==> config.mk <==
export PLATFORM = sky130hd
export DESIGN_NAME = accel_axis_filter
export DESIGN_NICKNAME = d
export VERILOG_FILES = /design/src/rtl/accel_axis_filter_pkg.sv /design/src/rtl/accel_axis_filter_avg.sv /design/src/rtl/accel_axis_filter.sv
export SDC_FILE = /design/constraint.sdc
export NUM_CORES = 1
export LEC_CHECK = 0
export BUFFER_PORTS_ARGS = -buffer_cell sky130_fd_sc_hd__clkbuf_2
export CORE_AREA = 10 10 185 187
export CTS_BUF_LIST = sky130_fd_sc_hd__clkbuf_4 sky130_fd_sc_hd__clkbuf_8 sky130_fd_sc_hd__clkbuf_16
export DETAILED_ROUTE_END_ITERATION = 12
export DIE_AREA = 0 0 195 197
export HOLD_SLACK_MARGIN = 0.05
export PLACE_DENSITY = 0.8
export SYNTH_ARGS = -nofsm -noshare
export SYNTH_HDL_FRONTEND = slang
export SYNTH_SLANG_ARGS = --single-unit
==> constraint.sdc <==
create_clock -name CLK -period 9.1 [get_ports CLK]
set_input_delay 2.275 -clock CLK [delete_from_list [all_inputs] [get_ports CLK]]
set_output_delay 2.275 -clock CLK [all_outputs]
set_load 0.05 [all_outputs]
==> src/rtl/accel_axis_filter_pkg.sv <==
// accel_axis_filter_pkg: shared types and helpers for the accelerometer filter
package accel_axis_filter_pkg;
  localparam int DATA_W_DEF = 12;
  typedef enum logic {FILL, RUN} fill_e;
  // Negation of the most negative w-bit value clamps to the most positive one
  function automatic logic signed [31:0] sat_neg(input logic signed [31:0] v, input int w);
    logic signed [31:0] lo;
    lo = -(32'sd1 <<< (w - 1));
    return v == lo ? -lo - 32'sd1 : -v;
  endfunction
endpackage

==> src/rtl/accel_axis_filter_avg.sv <==
// accel_axis_filter_avg: one axis ring-buffer moving average, zero offset and dead zone
module accel_axis_filter_avg
  import accel_axis_filter_pkg::*;
#(
  parameter int DATA_W   = DATA_W_DEF,
  parameter int AVG_LOG2 = 2,
  parameter int DEADZONE = 0
) (
  input  logic                     clk,
  input  logic                     rst_n,
  input  logic                     push_i,
  input  logic                     fire_i,
  input  logic                     cal_i,
  input  logic signed [DATA_W-1:0] sample_i,
  output logic signed [DATA_W-1:0] out_o
);
  localparam int D  = 1 << AVG_LOG2;
  localparam int SW = DATA_W + AVG_LOG2;
  localparam int PW = AVG_LOG2 > 0 ? AVG_LOG2 : 1;
  localparam int RD = 1 << PW;
  logic signed [DATA_W-1:0] ring_q [RD];
  logic [PW-1:0] wp_q, wp_d;
  logic signed [SW-1:0] sum_q, sum_d;
  logic signed [DATA_W-1:0] off_q, off_d, out_q, out_d, avg, v;
  logic signed [DATA_W:0] diff, mag;
  assign out_o = out_q;
  always_comb begin
    wp_d  = wp_q == PW'(D - 1) ? '0 : wp_q + PW'(1);
    sum_d = sum_q + SW'(sample_i) - SW'(ring_q[wp_q]);
    avg   = DATA_W'(sum_q >>> AVG_LOG2);
    off_d = cal_i ? avg : off_q;
    diff  = (DATA_W+1)'(avg) - (DATA_W+1)'(off_d);
    v     = diff[DATA_W] != diff[DATA_W-1] ? {diff[DATA_W], {(DATA_W-1){~diff[DATA_W]}}} : diff[DATA_W-1:0];
    mag   = v[DATA_W-1] ? -(DATA_W+1)'(v) : (DATA_W+1)'(v);
    out_d = mag <= (DATA_W+1)'(DEADZONE) ? '0 : v;
  end
  always_ff @(posedge clk or negedge rst_n)
    if (!rst_n) begin
      for (int i = 0; i < RD; i++) ring_q[i] <= '0;
      wp_q  <= '0;
      sum_q <= '0;
      off_q <= '0;
      out_q <= '0;
    end else begin
      if (push_i) begin
        ring_q[wp_q] <= sample_i;
        wp_q         <= wp_d;
        sum_q        <= sum_d;
      end
      if (fire_i) begin
        off_q <= off_d;
        out_q <= out_d;
      end
    end
endmodule

==> src/rtl/accel_axis_filter.sv <==
// accel_axis_filter: orientation, moving average, zero calibration and dead zone for X/Y/Z samples
module accel_axis_filter
  import accel_axis_filter_pkg::*;
#(
  parameter int DATA_W   = DATA_W_DEF,
  parameter int AVG_LOG2 = 2,
  parameter int SWAP_XY  = 1,
  parameter int NEG_X    = 1,
  parameter int NEG_Y    = 0,
  parameter int NEG_Z    = 0,
  parameter int DEADZONE = 0
) (
  input  logic                     CLK,
  input  logic                     rst,
  input  logic                     in_valid,
  input  logic signed [DATA_W-1:0] in_x,
  input  logic signed [DATA_W-1:0] in_y,
  input  logic signed [DATA_W-1:0] in_z,
  input  logic                     cal_req,
  output logic signed [DATA_W-1:0] out_x,
  output logic signed [DATA_W-1:0] out_y,
  output logic signed [DATA_W-1:0] out_z,
  output logic                     out_valid,
  output logic                     cal_done,
  output logic                     filled
);
  localparam int D  = 1 << AVG_LOG2;
  localparam int CW = AVG_LOG2 + 1;
  fill_e state_q, state_d;
  logic [CW-1:0] cnt_q, cnt_d;
  logic v1_q, v2_q, pend_q, pend_d, vld_q, done_q, fire, cal;
  logic signed [DATA_W-1:0] px, py, s1_d [3], s1_q [3], o [3];
  always_comb begin
    px      = SWAP_XY != 0 ? in_y : in_x;
    py      = SWAP_XY != 0 ? in_x : in_y;
    s1_d[0] = NEG_X != 0 ? DATA_W'(sat_neg(32'(px), DATA_W)) : px;
    s1_d[1] = NEG_Y != 0 ? DATA_W'(sat_neg(32'(py), DATA_W)) : py;
    s1_d[2] = NEG_Z != 0 ? DATA_W'(sat_neg(32'(in_z), DATA_W)) : in_z;
    fire    = v2_q && state_q == RUN;
    cal     = fire && pend_q;
    pend_d  = cal_req || (pend_q && !cal);
    cnt_d   = v1_q && cnt_q != CW'(D) ? cnt_q + CW'(1) : cnt_q;
    state_d = state_q == FILL && v1_q && cnt_q == CW'(D - 1) ? RUN : state_q;
  end
  // v1_q/v2_q track samples entering stage 2 and stage 3
  always_ff @(posedge CLK or negedge rst)
    if (!rst) begin
      state_q <= FILL;
      cnt_q   <= '0;
      v1_q    <= 1'b0;
      v2_q    <= 1'b0;
      pend_q  <= 1'b0;
      vld_q   <= 1'b0;
      done_q  <= 1'b0;
      s1_q    <= '{default: '0};
    end else begin
      state_q <= state_d;
      cnt_q   <= cnt_d;
      v1_q    <= in_valid;
      v2_q    <= v1_q;
      pend_q  <= pend_d;
      vld_q   <= fire;
      done_q  <= cal;
      if (in_valid) s1_q <= s1_d;
    end
  for (genvar a = 0; a < 3; a++) begin : g_axis
    accel_axis_filter_avg #(.DATA_W(DATA_W), .AVG_LOG2(AVG_LOG2), .DEADZONE(DEADZONE)) u_avg (
      .clk(CLK), .rst_n(rst), .push_i(v1_q), .fire_i(fire), .cal_i(cal),
      .sample_i(s1_q[a]), .out_o(o[a])
    );
  end
  assign out_x     = o[0];
  assign out_y     = o[1];
  assign out_z     = o[2];
  assign out_valid = vld_q;
  assign cal_done  = done_q;
  assign filled    = state_q == RUN;
endmodule

==> out/qor.txt, run 1 <==
Outcome: finished clean
Drt wl/cell: 16.62 um
DP HPWL: 29.57 mm
Most frequent cells in the layout: 308 x dfrtp_1, 292 x nand2_1, 287 x o21ai_0
Clock Tree Buf Depth: 3
Final core occ: 68.04%
Yosys cell types: 90
Final WL: 41.37 mm
Buffers & Inverters on Critical Path: 2
CP arrival: 7.87 ns
Total track usage: 21.41%
Crit path largest cell delay: 0.88 ns
Commonest non-fill, non-tap cell in the layout: dfrtp_1
Final ANT Viol Nets: 0
Antenna cell count: 0
Max Cap Violations: 0
Peak fanout along the critical path: 59
CTS H-tree depth: 2
Hold-critical path endpoint: g_axis[0].u_avg.off_q[0]
Required @ worst endpoint: 9.41 ns
Register area share after synthesis: 40.74%
Boundary pin count: 79
Tmin final: 7.564 ns
Seq. cell area: 0.007734 mm^2
Total negative slack: 0 ns
Gr ovfl total: 0
Min-Delay Path Depth: 2
First-pass GRT wire length: 71.17 mm
Sink Count: 309
Hold buffers post-CTS: 0
Initial Util: 62.37%
RR Endpoint: g_axis[0].u_avg.out_o[1]
FFs w/ async S/R, synth: 100.0%
#FFs+latches synth: 309
Vias: 14710
First-pass DRT Iterations: 6
Residual DRC: 0
Clk slew on worst S/H paths: 0.06 ns
Relative slew slack: 26.57%
RSZ-0062 raised after global routing: no
Post-CTS Resized: 0
DRT iter0 DRCs: 1084
DIE WIDTH: 195 um
CP startpoint kind: register
Cells on worst reg2reg path: 24
Fin crit share: 83.12%
# nets final: 2245
DR vias/cell: 5.910
Main synth FF type: dfrtp_1
Height of the die: 197 um
Mapped cell area: 0.01898 mm^2
CTS Buf Count: 34
Root Buffer: clkbuf_16
Least-Margin Pin Slew: 1.099 ns
# rows: 64
Initial antenna violation count: 0
Worst Skew: 0.01856 ns
Largest net degree at the start of global routing: 122
Core Box Area: 0.03043 mm^2
Die area: 0.03842 mm^2
Syn_nets: 2215
YS warnings: 0
Worst Min Path Start: g_axis[0].u_avg.off_q[0]
Crit-path slowest cell: a2111oi_2
Post-CTS Setup Repair Bufs: 0
Kind of critical path: reg -> reg
R2R Setup Slk: 1.54 ns
Endpoint type of the worst setup path: register
Vias in the first global route: 14470
Mean post-synth cell area: 9.308 um^2
CP top delay family: compound AO/OA/AOI/OAI gates
Hold WC Path Type: reg -> reg
Post-synth EDFFs: 0
Port bufs: 78
Layout area overhead: 9.091%
Final hold violation count: 0
Fmax: 132.2 MHz
CP cell instances: nand3_4 -> o21ai_0 -> inv_1 -> ha_1 -> a21o_1 -> a21oi_2 -> a21boi_1 -> o211ai_1 -> o21ai_1 -> a31o_2 -> a21oi_1 -> xnor2_1 -> ha_1 -> inv_1 -> nor2_1 -> a21oi_1 -> ha_1 -> nor3_1 -> a21o_1 -> o311ai_0 -> a2111o_1 -> a21o_1 -> a2111oi_2 -> a221oi_1
TritonCTS clock tree: built
Mapped Cells: 2039
Fill count: 2359
Clock latency on the worst-skew pair: 0.51 ns
GPL Wtd Cong: 0.8749
Worst r2r src: filled
Finish-stage setup viols: 0
Area of the multi-input gates: 0.01006 mm^2
Final Max Tran Viols: 0
Share of cells above drive strength 1: 11.42%
==> cell families after synthesis <==
family | after synthesis | synth area share (%)
mux | 71 | 6.230
buf+inv | 308 | 6.276
flops | 309 | 40.74
simple gates | 547 | 13.21
xor+xnor | 70 | 3.230
compound gates | 598 | 19.69
fa+ha+maj | 136 | 10.63
==> per-layer routing <==
| metal | share of wire [%] | routed length (um) | up-vias | global-route usage, % |
|---|---|---|---|---|
| li1 | - | - | 7181 | - |
| met1 | 50 | 20590 | 7146 | 32.07 |
| met2 | 44 | 18310 | 337 | 32.59 |
| met3 | 4.7 | 1957 | 46 | 3.055 |
| met4 | 1.2 | 514 | 0 | 4.355 |
| met5 | 0 | 0 | - | 0 |
==> tightest hold or removal path, delay by kind of cell, from the launching register on <==
kind | cells | cell delay (ns)
flops | 1 | 0.32
compound gates | 1 | 0.07
simple gates | 1 | 0.05
==> synthesized netlist by cell type (13+ instances only) <==
| cell | instances | area [um^2] |
|---|---|---|
| o31ai_1 | 13 | 97.59 |
| xnor2_1 | 40 | 350.3 |
| clkbuf_1 | 73 | 274.0 |
| o21a_1 | 13 | 97.59 |
| nor2_1 | 69 | 259.0 |
| mux2i_1 | 18 | 180.2 |
| nand2_1 | 292 | 1096 |
| ha_1 | 94 | 1176 |
| mux2_2 | 17 | 191.4 |
| inv_1 | 211 | 792.0 |
| mux4_2 | 36 | 810.8 |
| fa_1 | 42 | 840.8 |
| nor3_1 | 28 | 140.1 |
| nand2b_1 | 15 | 93.84 |
| dfrtp_1 | 309 | 7732 |
| a21o_1 | 27 | 202.7 |
| xor2_1 | 30 | 262.8 |
| nor2b_1 | 24 | 150.1 |
| a21oi_1 | 79 | 395.4 |
| or3_1 | 27 | 168.9 |
| a31oi_1 | 33 | 206.5 |
| o21ai_0 | 287 | 1436 |
| nand3_1 | 26 | 130.1 |
| a211oi_1 | 13 | 97.59 |
==> state kept, by name, summed over array words and instances, names as in the netlist <==
signal,cells
out_valid,1
g_axis.u_avg.wp_q,6
v1_q,1
v2_q,1
g_axis.u_avg.off_q,36
filled,1
s1_q,36
pend_q,1
g_axis.u_avg.out_o,36
g_axis.u_avg.ring_q,144
g_axis.u_avg.sum_q,42
cal_done,1
cnt_q,3
==> worst max-delay path by stage <==
stage / from / to / slack, ns / cells past startpoint
floorplan: filled / g_axis[0].u_avg.out_o[1] / 2.19 / 32
global placement: filled / g_axis[0].u_avg.out_o[11] / 1.95 / 24
detailed placement: filled / g_axis[0].u_avg.out_o[1] / 1.66 / 24
CTS: filled / g_axis[0].u_avg.out_o[1] / 1.62 / 24
global route: filled / g_axis[0].u_avg.out_o[1] / 0.77 / 24
finish: filled / g_axis[0].u_avg.out_o[1] / 1.54 / 24
==> through the flow <==
| step | worst slack (ns) | cell area [um^2] | std cells | hold WS (ns) |
|---|---|---|---|---|
| after floorplan | 2.193 | 18980 | 2039 | 0.4079 |
| after global placement | 1.945 | 19570 | 2429 | 0.4541 |
| after detailed placement | 1.658 | 19570 | 2429 | 0.4596 |
| after CTS | 1.623 | 20700 | 2489 | 0.4767 |
| after global routing | 0.7721 | 20700 | 2489 | 0.5045 |
| final | 1.536 | 20700 | 2489 | 0.4739 |
==> cell type report <==
cell class	count	share of cell area [%]
clock inverters	11	0.5560
inverters	214	3.880
clock buffers	49	4.919
repair buffers	88	2.296
well taps	396	2.393
multi-input cells	1422	48.60
flip-flops and latches	309	37.35
Power of run 1 is not shown: default switching activity piles up to over one toggle a cycle in this logic, so the estimate is an artifact.
==> run 2, diff against run 1 <==
ABC_AREA = 1   (was unset)
CORE_AREA = 10 10 184 186   (was 10 10 185 187)
DIE_AREA = 0 0 194 196   (was 0 0 195 197)
PLACE_DENSITY = 0.81   (was 0.8)
clock period = 7.48 ns   (was 9.1 ns; I/O delays follow)
==> out/qor.txt, run 2 <==
Port bufs: 78 (unchanged)
Post-synth top cells: 597 x nand2_1, 350 x o21ai_0, 346 x inv_1, 309 x dfrtp_1, 214 x nor2_1
Clock Tree Buf Depth: 3 (unchanged)
Vias: 15680 (+6.6%)
R2R Setup Slk: 1.14 ns (-0.40 ns)
Dpl cell area: 0.01932 mm^2 (-1.3%)
Clk slew on worst S/H paths: 0.06 ns (about the same)
DRT iter0 DRCs: 1110 (+2.4%)
GPL Wtd Cong: 0.8724 (-0.29%)
Worst Skew: 0.02173 ns (+0.003168 ns)
Most frequent cells in the layout: 596 x nand2_1, 350 x o21ai_0, 346 x inv_1
Total track usage: 21.72% (+0.31 points)
Sink Count: 309 (unchanged)
Final WL: 41.55 mm (+0.42%)
Vias in the first global route: 15060 (+4.1%)
Crit-path slowest cell: inv_1
Fin crit share: 84.79% (+1.7 points)
DR vias/cell: 5.457 (-7.7%)
Post-Layout Inst Area: 0.02048 mm^2 (-1.1%)
Clock latency on the worst-skew pair: 0.52 ns (about the same)
Area share of the largest cell type after synthesis: 41.12% (+0.37 points)
Commonest non-fill, non-tap cell in the layout: nand2_1
RSZ-0062 raised after global routing: no
Hold WC Path Type: reg -> reg
Outcome: finished clean
Initial antenna violation count: 0 (unchanged)
Regs by FF count: g_axis.u_avg.ring_q x144, g_axis.u_avg.sum_q x42
Tmin final: 6.343 ns (-1.221 ns)
Largest net degree at the start of global routing: 130 (+6.6%)
Worst Setup SP: filled
# nets final: 2631 (+17%)
CP arrival: 6.73 ns (-1.14 ns)
Yosys cell types: 50 (-44%)
Post-Place Cells: 2814 (+16%)
Antenna cell count: 0 (unchanged)
YS warnings: 0 (unchanged)
Core Box Area: 0.03027 mm^2 (-0.53%)
Relative slew slack: 24.95% (-1.6 points)
Main synth FF type: dfrtp_1
Kind of critical path: reg -> reg
DP HPWL: 28.99 mm (-2.0%)
Post-synth EDFFs: 0 (unchanged)
Worst Min Path Start: g_axis[0].u_avg.out_o[9]
Max Cap Violations: 0 (unchanged)
# rows: 64 (unchanged)
Syn_nets: 2601 (+17%)
Mean post-synth cell area: 7.755 um^2 (-17%)
Post-CTS Resized: 0 (unchanged)
Endpoint type of the worst setup path: register
Hold buffers post-CTS: 0 (unchanged)
Max reg flops: 144 (unchanged)
Post-CTS Setup Repair Bufs: 0 (unchanged)
Count leader, synth: nand2_1
Most flop-heavy register: g_axis.u_avg.ring_q
Gr ovfl total: 0 (unchanged)
Least-Margin Pin Slew: 1.124 ns (+0.02510 ns)
Hold-critical path endpoint: g_axis[0].u_avg.out_o[9]
Cell repeated most along the worst path: nand2_1
Total negative slack: 0 ns (unchanged)
DIE WIDTH: 194 um (-0.51%)
Layout area overhead: 8.922%
Required @ worst endpoint: 7.87 ns (-1.54 ns)
Final ANT Viol Nets: 0 (unchanged)
Crit path largest cell delay: 0.81 ns (-0.07 ns)
Root Buffer: clkbuf_16
Synth area leader: dfrtp_1
CTS Buf Count: 35 (+2.9%)
Final core occ: 67.67% (-0.37 points)
Drt wl/cell: 14.46 um (-13%)
Mapped cell area: 0.01881 mm^2 (-0.91%)
Min-Delay Path Depth: 2 (unchanged)
Share of cells above drive strength 1: 8.959% (-2.5 points)
First-pass GRT wire length: 71.61 mm (+0.61%)
RR Endpoint: g_axis[0].u_avg.out_o[3]
FFs w/ async S/R, synth: 100.0% (unchanged)
Peak fanout along the critical path: 43 (-27%)
Initial Util: 62.13% (-0.24 points)
Residual DRC: 0 (unchanged)
First-pass DRT Iterations: 6 (unchanged)
Mapped Cells: 2425 (+19%)
Cells on worst reg2reg path: 35 (+46%)
Die area: 0.03802 mm^2 (-1.0%)
Worst r2r src: filled
TritonCTS clock tree: built
Non-Filler Instances: 2874 (+15%)
Finish-stage setup viols: 0 (unchanged)
Boundary pin count: 79 (unchanged)
Fmax: 157.7 MHz (+19%)
Final Max Tran Viols: 0 (unchanged)
Final hold violation count: 0 (unchanged)
CTS H-tree depth: 2 (unchanged)
Register area share after synthesis: 41.12% (+0.37 points)
Height of the die: 196 um (-0.51%)
#FFs+latches synth: 309 (unchanged)
CP startpoint kind: register
Top post-synthesis cells by area: dfrtp_1 41%, nand2_1 12%, o21ai_0 9.3%
Fill count: 2491 (+5.6%)
[run 2: cell types whose count changed in the layout (fill, tap and decap cells not counted), sizes merged, moves of 26 or more]
cell	delta
o22ai	+26
inv	+139
nand3	+77
nor2	+151
nand2	+333
mux4	-36
o21ai	+61
or3	-28
[run 2: worst max-delay path, delay by kind of cell, from the launching register on]
kind,cells,cell delay (ns)
simple gates,21,2.64
buf+inv,5,1.08
fa+ha+maj,3,1.03
compound gates,5,0.82
flops,1,0.45
xor+xnor,1,0.17
[run 2: metrics by stage]
stage	worst slack [ns]	hold slack [ns]
2_1_floorplan	2.005	0.3519
3_3_place_gp	1.463	0.4565
3_5_place_dp	1.212	0.4643
4_1_cts	1.148	0.4786
5_1_grt	0.3224	0.4970
6_report	1.137	0.4739
[run 2: kinds of logic (layout without fill, tap and decap cells)]
family                     Yosys count  in the layout  synth area share, %
AOI/OAI and AO/OA                  495            495                13.97
xor gates and xnor gates            44             44                2.049
adders and majority gates          136            136                10.73
buffers and inverters              445            498                9.441
DFF                                309            309                41.12
and+or+nand+nor                    996            996                22.69
[run 2: worst max-delay path by stage]
stage	depth (start not counted)	end
detailed placement	35	g_axis[0].u_avg.out_o[11]
global route	36	g_axis[0].u_avg.out_o[3]
global placement	35	g_axis[0].u_avg.out_o[11]
finish	35	g_axis[0].u_avg.out_o[3]
CTS	35	g_axis[0].u_avg.out_o[3]
floorplan	42	g_axis[0].u_avg.out_o[2]
[run 2: final cells by class]
type	instances	area, um^2	area share, %
Multi-Input combinational cell	1671	9300	45.40
Clock inverter	11	127.6	0.6231
Inverter	353	1325	6.469
Clock buffer	49	1036	5.058
Timing Repair Buffer	85	465.4	2.272
Tap cell	396	495.5	2.419
Sequential cell	309	7734	37.76
[run 2: routing by layer]
layer	track usage, %	vias to the layer above	share of wire [%]
li1	-	7789	-
met1	30.95	7358	48
met2	34.53	481	45
met3	3.240	54	6.0
met4	4.702	0	1.5
met5	0	-	0
Power of run 2 is left out for the same reason.
